<file path="src/rtl/cpu_run_ctrl_pkg.sv">
// Shared types for the CPU run controller: FSM state encoding and helpers.
package cpu_run_ctrl_pkg;

  localparam int RUN_STATE_W = 3;

  typedef enum logic [RUN_STATE_W-1:0] {
    ST_IDLE  = 3'd0,
    ST_RESET = 3'd1,
    ST_RUN   = 3'd2,
    ST_PAUSE = 3'd3,
    ST_STEP  = 3'd4,
    ST_DONE  = 3'd5
  } run_state_t;

  // States in which the CPU actually advances one cycle.
  function automatic logic state_executes(run_state_t s);
    return (s == ST_RUN) || (s == ST_STEP);
  endfunction

endpackage

</file>
<file path="src/rtl/cpu_run_ctrl_sat_counter.sv">
// Saturating up-counter with synchronous clear; also exposes the value it
// would take on an enabled cycle so callers can compare before it lands.
module sat_counter #(
  parameter int W = 32
) (
  input  logic         clk_i,
  input  logic         rst_ni,
  input  logic         clr_i,
  input  logic         en_i,
  output logic [W-1:0] count_o,
  output logic [W-1:0] count_inc_o
);

  logic [W-1:0] count_q, count_d;

  assign count_inc_o = (&count_q) ? count_q : count_q + W'(1);
  assign count_o     = count_q;

  always_comb begin
    count_d = count_q;
    if (clr_i)     count_d = '0;
    else if (en_i) count_d = count_inc_o;
  end

  always_ff @(posedge clk_i or negedge rst_ni) begin
    if (!rst_ni) count_q <= '0;
    else         count_q <= count_d;
  end

endmodule

</file>
<file path="src/rtl/cpu_run_ctrl.sv">
// Run controller for the single-cycle core: reset sequencing, free-run or
// single-step execution gating, cycle counting, tohost and timeout detection.
module cpu_run_ctrl
  import cpu_run_ctrl_pkg::*;
#(
  parameter int               XLEN         = 32,
  parameter int               RESET_CYCLES = 4,
  parameter int               MAX_CYCLES   = 1000,
  parameter int               CNT_W        = 32,
  parameter logic [XLEN-1:0]  TOHOST_ADDR  = 32'h0000_00FC,
  parameter logic [XLEN-1:0]  PASS_CODE    = 32'h1
) (
  input  logic             clk,
  input  logic             rst,
  input  logic             start,
  input  logic             step_mode,
  input  logic             step,
  input  logic             mem_we,
  input  logic [XLEN-1:0]  mem_addr,
  input  logic [XLEN-1:0]  mem_wdata,
  output logic             cpu_rst,
  output logic             cpu_en,
  output logic             done,
  output logic             pass,
  output logic             timeout,
  output logic [XLEN-1:0]  result,
  output logic [CNT_W-1:0] cycles,
  output logic             busy
);

  localparam int                RCNT_W    = (RESET_CYCLES > 1) ? $clog2(RESET_CYCLES) : 1;
  localparam logic [RCNT_W-1:0] RCNT_LOAD = RCNT_W'(RESET_CYCLES - 1);
  localparam logic [CNT_W-1:0]  MAX_CNT   = CNT_W'(MAX_CYCLES);

  run_state_t        state_q, state_d;
  logic [RCNT_W-1:0] rcnt_q, rcnt_d;
  logic [XLEN-1:0]   result_q, result_d;
  logic              done_q, done_d;
  logic              pass_q, pass_d;
  logic              timeout_q, timeout_d;
  logic [CNT_W-1:0]  cyc_inc;
  logic              start_acc, tohost_hit, budget_hit;

  assign start_acc  = start && ((state_q == ST_IDLE) || (state_q == ST_DONE));
  assign tohost_hit = cpu_en && mem_we && (mem_addr == TOHOST_ADDR);
  // A tohost store in the same cycle as budget expiry takes precedence.
  assign budget_hit = cpu_en && (cyc_inc == MAX_CNT) && !tohost_hit;

  sat_counter #(.W(CNT_W)) u_cycles (
    .clk_i       (clk),
    .rst_ni      (rst),
    .clr_i       (start_acc),
    .en_i        (cpu_en),
    .count_o     (cycles),
    .count_inc_o (cyc_inc)
  );

  always_ff @(posedge clk or negedge rst) begin
    if (!rst) begin
      state_q <= ST_IDLE;
      rcnt_q  <= '0;
    end else begin
      state_q <= state_d;
      rcnt_q  <= rcnt_d;
    end
  end

  always_comb begin
    state_d = state_q;
    rcnt_d  = rcnt_q;
    unique case (state_q)
      ST_IDLE, ST_DONE: begin
        if (start) begin
          state_d = ST_RESET;
          rcnt_d  = RCNT_LOAD;
        end
      end
      ST_RESET: begin
        if (rcnt_q == '0) state_d = step_mode ? ST_PAUSE : ST_RUN;
        else              rcnt_d  = rcnt_q - 1'b1;
      end
      ST_RUN: begin
        if (tohost_hit || budget_hit) state_d = ST_DONE;
      end
      ST_PAUSE: begin
        if (step)            state_d = ST_STEP;
        else if (!step_mode) state_d = ST_RUN;
      end
      ST_STEP: begin
        state_d = (tohost_hit || budget_hit) ? ST_DONE : ST_PAUSE;
      end
      default: state_d = ST_IDLE;
    endcase
  end

  always_comb begin
    cpu_rst = (state_q == ST_IDLE) || (state_q == ST_RESET);
    cpu_en  = state_executes(state_q);
    busy    = (state_q == ST_RESET) || (state_q == ST_RUN) ||
              (state_q == ST_PAUSE) || (state_q == ST_STEP);
  end

  always_comb begin
    result_d  = result_q;
    done_d    = done_q;
    pass_d    = pass_q;
    timeout_d = timeout_q;
    if (start_acc) begin
      result_d  = '0;
      done_d    = 1'b0;
      pass_d    = 1'b0;
      timeout_d = 1'b0;
    end else if (tohost_hit) begin
      result_d  = mem_wdata;
      done_d    = 1'b1;
      pass_d    = (mem_wdata == PASS_CODE);
      timeout_d = 1'b0;
    end else if (budget_hit) begin
      done_d    = 1'b1;
      pass_d    = 1'b0;
      timeout_d = 1'b1;
    end
  end

  always_ff @(posedge clk or negedge rst) begin
    if (!rst) begin
      result_q  <= '0;
      done_q    <= 1'b0;
      pass_q    <= 1'b0;
      timeout_q <= 1'b0;
    end else begin
      result_q  <= result_d;
      done_q    <= done_d;
      pass_q    <= pass_d;
      timeout_q <= timeout_d;
    end
  end

  assign result  = result_q;
  assign done    = done_q;
  assign pass    = pass_q;
  assign timeout = timeout_q;

endmodule

</file>
<file path="config.mk">
export PLATFORM = sky130hd
export DESIGN_NAME = cpu_run_ctrl
export DESIGN_NICKNAME = d
export VERILOG_FILES = /design/src/rtl/cpu_run_ctrl_pkg.sv /design/src/rtl/cpu_run_ctrl_sat_counter.sv /design/src/rtl/cpu_run_ctrl.sv
export SDC_FILE = /design/constraint.sdc
export NUM_CORES = 1
export LEC_CHECK = 0
export CAP_MARGIN = 20
export CORE_MARGIN = 5
export CORE_UTILIZATION = 45
export DETAILED_ROUTE_END_ITERATION = 6
export PLACE_DENSITY = 0.85
export SETUP_SLACK_MARGIN = 0.5
export SLEW_MARGIN = 20
export SYNTH_ARGS = -nofsm -noshare
export SYNTH_HDL_FRONTEND = slang
export SYNTH_SLANG_ARGS = --single-unit
</file>
<file path="constraint.sdc">
create_clock -name clk -period 4.3 [get_ports clk]
set_input_delay 0.43 -clock clk [delete_from_list [all_inputs] [get_ports clk]]
set_output_delay 0.43 -clock clk [all_outputs]
set_load 0.02 [all_outputs]
</file>
**Word level (Yosys, flattened, before mapping)**

Index checks and enable logic that the tools add are counted.

- Bits of input ports: 70
- Logic and storage cells: 69
- Output and inout bits: 70
- Bits in registers: 72

- Mux-type cells: 24
- Reductions and logical operators: 23
- $add $sub $neg: 2
- Equality and inequality tests: 13

Operators by type and width:

| cell | number |
|---|---|
| $mux 32 | 5 |
| $add 32x1->32 const B | 1 |
| $eq 32x1->1 const B | 1 |
| $eq 32x10->1 const B | 1 |
| $eq 32x8->1 const B | 1 |
| $reduce_and 32->1 | 1 |
| $mux 3 | 6 |
| $pmux 3 s5 | 1 |
| $mux 1 | 9 |
| $ne 2x2->1 const B | 4 |
| $logic_or 1x1->1 | 7 |
| $eq 3x2->1 const B | 2 |
| $eq 3x3->1 const B | 2 |
| $reduce_bool 2->1 | 3 |
| $logic_and 1x1->1 | 5 |
| $mux 2 | 2 |
| $pmux 2 s2 | 1 |
| $reduce_and 4->1 | 1 |
| $eq 3x1->1 const B | 1 |
| $logic_not 3->1 | 1 |
| $ne 3x3->1 const B | 1 |
| $reduce_and 3->1 | 1 |
| $reduce_bool 3->1 | 1 |
| $logic_not 2->1 | 1 |
| other kinds (3) | 3 |

**Logic depth before layout (Yosys ltp)**

- Depth in word-level cells: 9
- Depth in mapped cells: 11
- Gate-level depth less buffers: 10

**Cells and area by module**

A second synthesis with hierarchy kept.

- Cell total of the unflattened synthesis: 528
- Area total of the unflattened synthesis: 4,428.0 sq um

By module, submodules not included:

| module | cells each | area each (sq um) | times used |
|---|---|---|---|
| sat_counter | 288 | 2,404.8 | 1 |
| cpu_run_ctrl | 240 | 2,023.2 | 1 |

**Worst setup path before layout**

No wires, ideal clock.

- Path kind: register to register
- Start point: register u_cycles.count_q[11], in the netlist u_cycles.count_o[11]
- End point: register state_q[1]
- Stages on the path, launching flop included: 11
- Data required time: 4.163 ns
- Arrival time: 2.795 ns
- Buffers on the path: 1
- Setup slack: 1.368 ns
- Setup time: 0.137 ns
- Path through: dfrtp_1 > buf_2 > nand4_4 > or4_4 > a2111oi_2 > xor2_1 > nor3_1 > nand4_1 > a2111o_1 > o211ai_1 > o31ai_1

- Word-level cells in the longest chain between the ends: 8
- Elaborated cells on any way between the ends: 11
- Those cells by class: add/sub: 1; eq/ne: 2; mux: 3; reduce/logical: 5

RTL lines:

| item | line | source |
|---|---|---|
| start, declared | cpu_run_ctrl_sat_counter.sv:14 | `logic [W-1:0] count_q, count_d;` |
| start signal, assigned | cpu_run_ctrl_sat_counter.sv:27 | `else count_q <= count_d;` |
| $add 32x1->32 or $reduce_and 32->1 (tied branches) | cpu_run_ctrl_sat_counter.sv:16 | `assign count_inc_o = (&count_q) ? count_q : count_q + W'(1);` |
| $mux 32 * | cpu_run_ctrl_sat_counter.sv:16 |  |
| $eq 32x10->1 * | cpu_run_ctrl.sv:47 | `assign budget_hit = cpu_en && (cyc_inc == MAX_CNT) && !tohost_hit;` |
| $logic_and 1x1->1 * (2 in series) | cpu_run_ctrl.sv:47 |  |
| $logic_or 1x1->1 * | cpu_run_ctrl.sv:83, cpu_run_ctrl.sv:90 |  |
| $mux 3 or $ne 2x2->1 (tied branches) | n/a |  |
| $pmux 3 s5 or $reduce_and 4->1 (tied branches) | n/a |  |
| end signal, assigned | cpu_run_ctrl.sv:63 | `state_q <= state_d;` |
| end, declared | cpu_run_ctrl.sv:35 | `run_state_t state_q, state_d;` |

Every way passes the cells marked *; elsewhere a longest branch is shown, timed or not.
A chain may end at the register's enable or synchronous reset.

**Worst setup path after layout**

- Start point: register u_cycles.count_q[0], in the netlist u_cycles.count_o[0]
- End point: register state_q[1]

Same word-level chain as after synthesis.

==> impl_metrics.yaml <==
outcome:
  status: "finished clean"
yosys:
  synth_seq_area_share: 0.414
  ys_warn_count: 0
  synth_area_mm2: 0.00435
  synth-edff-count: 0
  syn_avg_cell_area_um2: 8.26
  synth-seq-cells: 72
  synth-async-reset-ratio: 1.00
  synth_nets: 599
  synth_top_flop_cell: "dfrtp_1"
  yosysUniqueCellTypes: 58
  synth_cells: 527
clocking:
  cts_resized: 0
  cts_tree: "done"
  htree_levels: 3
  cts_setup_buffers: 0
  ctsRootBufferMaster: "clkbuf_8"
  cts-buffers-inserted: 9
  cts_sinks: 72
  clockBufferDepth: 2
  clk_latency_ns: 0.36
  clk_pin_slew_ns: 0.09
  cts_hold_buf: 0
global_routing:
  grt_pass1_vias: 4580
  grt_pass1_wl_um: 23400
  grtUsageTotal: 0.250
  grt_overflow: 0
  grt_max_degree: 42
  antenna_found_initial: 0
floorplanning:
  die_h_um: 108
  die_w_um: 108
  io_pins: 140
  core_mm2: 0.00933
  num_rows: 35
  die_area_mm2: 0.0117
  initial_utilization: 0.467
worst_setup_path:
  critPathKind: "reg2reg"
  r2r-start: "u_cycles.count_o[0]"
  crit_required_ns: 4.53
  startpoint: "u_cycles.count_o[0]"
  cp.arrival_ns: 3.73
  endpoint_kind: "flop"
  startpoint_type: "flop"
  r2r_slack_ns: 0.80
  worstPathMaxFanout: 10
power:
  peakVddDrop_v: 0.000244
  pwr_density_cell_mw_per_mm2: 364
  p_leak_nw: 2.35
final_layout:
  insertedDiodeCount: 0
  nNetsFinal: 717
  drive_above_1_share: 0.0677
  area_growth_pct: 38.0
  final_cells: 779
  fill_cells: 776
timing:
  maxSlewViolCount: 0
  rsz0062_at_grt: "false"
  finalClockSkew_ns: 0.0102
  finalHoldViolCount: 0
  finalSetupViolCount: 0
  setup_tns_ns: 0
  tightest_slew_ns: 0.975
  min_period_ns: 3.50
  max_freq_mhz: 286
  max_slew_margin: 0.347
  finalCritPeriodShare: 0.813
detailed_routing:
  drc_errors: 0
  wirelength_um: 14500
  vias_per_cell: 5.99
  drtAntennaViolNets: 0
  vias: 4667
  dr.pass1.iters: 5
  wl_per_cell_um: 18.6
  drt_iter0_drc: 410
placement:
  place_congestion: 0.972
  hpwl_um: 10600
  port-buffer-count: 139
  placedCellCount: 763
run:
  timing.max_cap.violations: 0
min_path:
  hold_path.class: "in2async"
-- worst max-delay path, stage by stage, from the launching register on --
cell and delay (ns):
dfrtp_1 0.48, ha_1 0.33, nand3_1 0.32, nor4_4 0.49, buf_4 0.27, and4_1 0.21, o22ai_1 0.08, nor4_1 0.32
nand4_1 0.15, a2111o_1 0.47, o211ai_1 0.14, o31ai_1 0.10
-- cell type report --
type	instances	area (µm²)	area share
multi-input cells	404	2340	0.389
flip-flops and latches	72	1800	0.300
repair buffers	146	1440	0.240
well taps	129	161	0.0269
clock buffers	10	128	0.0212
clock inverters	6	92.6	0.0154
inverters	12	45.0	0.00750
-- layout by cell type, fill, tap and decap left out, drive strengths merged, types with 2 or more instances in the layout --
master | synthesis | final
and4 | 4 | 4
a2111oi | 2 | 2
o21ai | 34 | 34
nand4 | 24 | 24
a211oi | 6 | 6
ha | 2 | 2
or3 | 4 | 4
nor3 | 13 | 13
o31ai | 5 | 5
mux2i | 2 | 2
nor4b | 3 | 3
o22ai | 4 | 4
o21bai | 2 | 2
dfrtp | 72 | 72
xor2 | 6 | 6
a21oi | 58 | 58
clkinvlp | 0 | 2
nor4 | 19 | 19
a31oi | 14 | 14
xnor2 | 6 | 6
clkbuf | 25 | 10
or4b | 2 | 2
inv | 12 | 13
nand2 | 99 | 99
and2 | 2 | 2
or4 | 2 | 2
o211ai | 2 | 2
a22o | 2 | 2
buf | 14 | 8
nand2b | 5 | 5
a21o | 3 | 3
a311oi | 5 | 5
and3 | 13 | 13
nor3b | 2 | 2
nand3 | 18 | 18
or2 | 3 | 3
clkdlybuf4s50 | 0 | 138
nor2 | 28 | 28
bufinv | 0 | 2
-- through the flow --
step	instance area (µm²)	setup WS (ns)	hold WS, ns	utilization	total power, W
4_1_cts	6010	0.842	0.114	0.644	0.00220
6_report	6010	0.803	0.108	0.644	0.00219
2_1_floorplan	4350	1.37	0.134	-	0.00127
5_1_grt	6010	0.528	0.156	0.644	0.00230
3_3_place_gp	5790	1.09	0.459	0.620	0.00156
3_5_place_dp	5790	0.870	0.476	0.620	0.00158
-- final timing paths --
path                                   endpoint  depth (start not counted)
setup / recovery                     state_q[1]                         11
hold / removal                       result[10]                          1
setup reg to reg                     state_q[1]                         11
hold reg to reg                       rcnt_q[0]                          1
max in group asynchronous  u_cycles.count_o[27]                          2
min in group clk                      rcnt_q[0]                          1
-- cell usage after synthesis (all sizes together) (6+ instances only) --
| cell type | n | area [µm²] |
|---|---|---|
| dfrtp | 72 | 1800 |
| a21oi | 58 | 290 |
| nor2 | 28 | 113 |
| buf | 14 | 78.8 |
| xnor2 | 6 | 52.6 |
| nand3 | 18 | 95.1 |
| nor4 | 19 | 149 |
| xor2 | 6 | 52.6 |
| nand4 | 24 | 190 |
| a211oi | 6 | 55.1 |
| inv | 12 | 45.0 |
| o21ai | 34 | 170 |
| and3 | 13 | 81.3 |
| a31oi | 14 | 87.6 |
| nor3 | 13 | 65.1 |
| clkbuf | 25 | 93.8 |
| nand2 | 99 | 374 |
-- state kept, by name, indices dropped and copies added (netlist names) --
name	count
result	32
u_cycles.count_o	32
done	1
state_q	3
rcnt_q	2
pass	1
timeout	1
-- logic make-up (layout without fill, tap and decap cells) --
family / after synthesis / count (layout) / share of synthesized area
simple gates: 243 / 243 / 0.295
compound gates: 144 / 144 / 0.204
flops: 72 / 72 / 0.414
buf+inv: 51 / 174 / 0.0500
xor+xnor: 12 / 12 / 0.0241
mux: 3 / 3 / 0.00719
fa+ha+maj: 2 / 2 / 0.00575
-- routing by layer --
layer  share of wire  GRT usage  vias to the layer above
met5               0          0                        -
li1                -          -                     2150
met3           0.099     0.0627                       33
met4           0.025     0.0884                        0
met2            0.46      0.397                      258
met1            0.42      0.334                     2226
-- report_power, final --
part           internal, W  switching, W  total [W]
combinational     0.000296      0.000425   0.000722
clock             0.000330      0.000274   0.000604
sequential        0.000734      0.000128   0.000862
No activity file was read; power rests on OpenSTA's default activity.
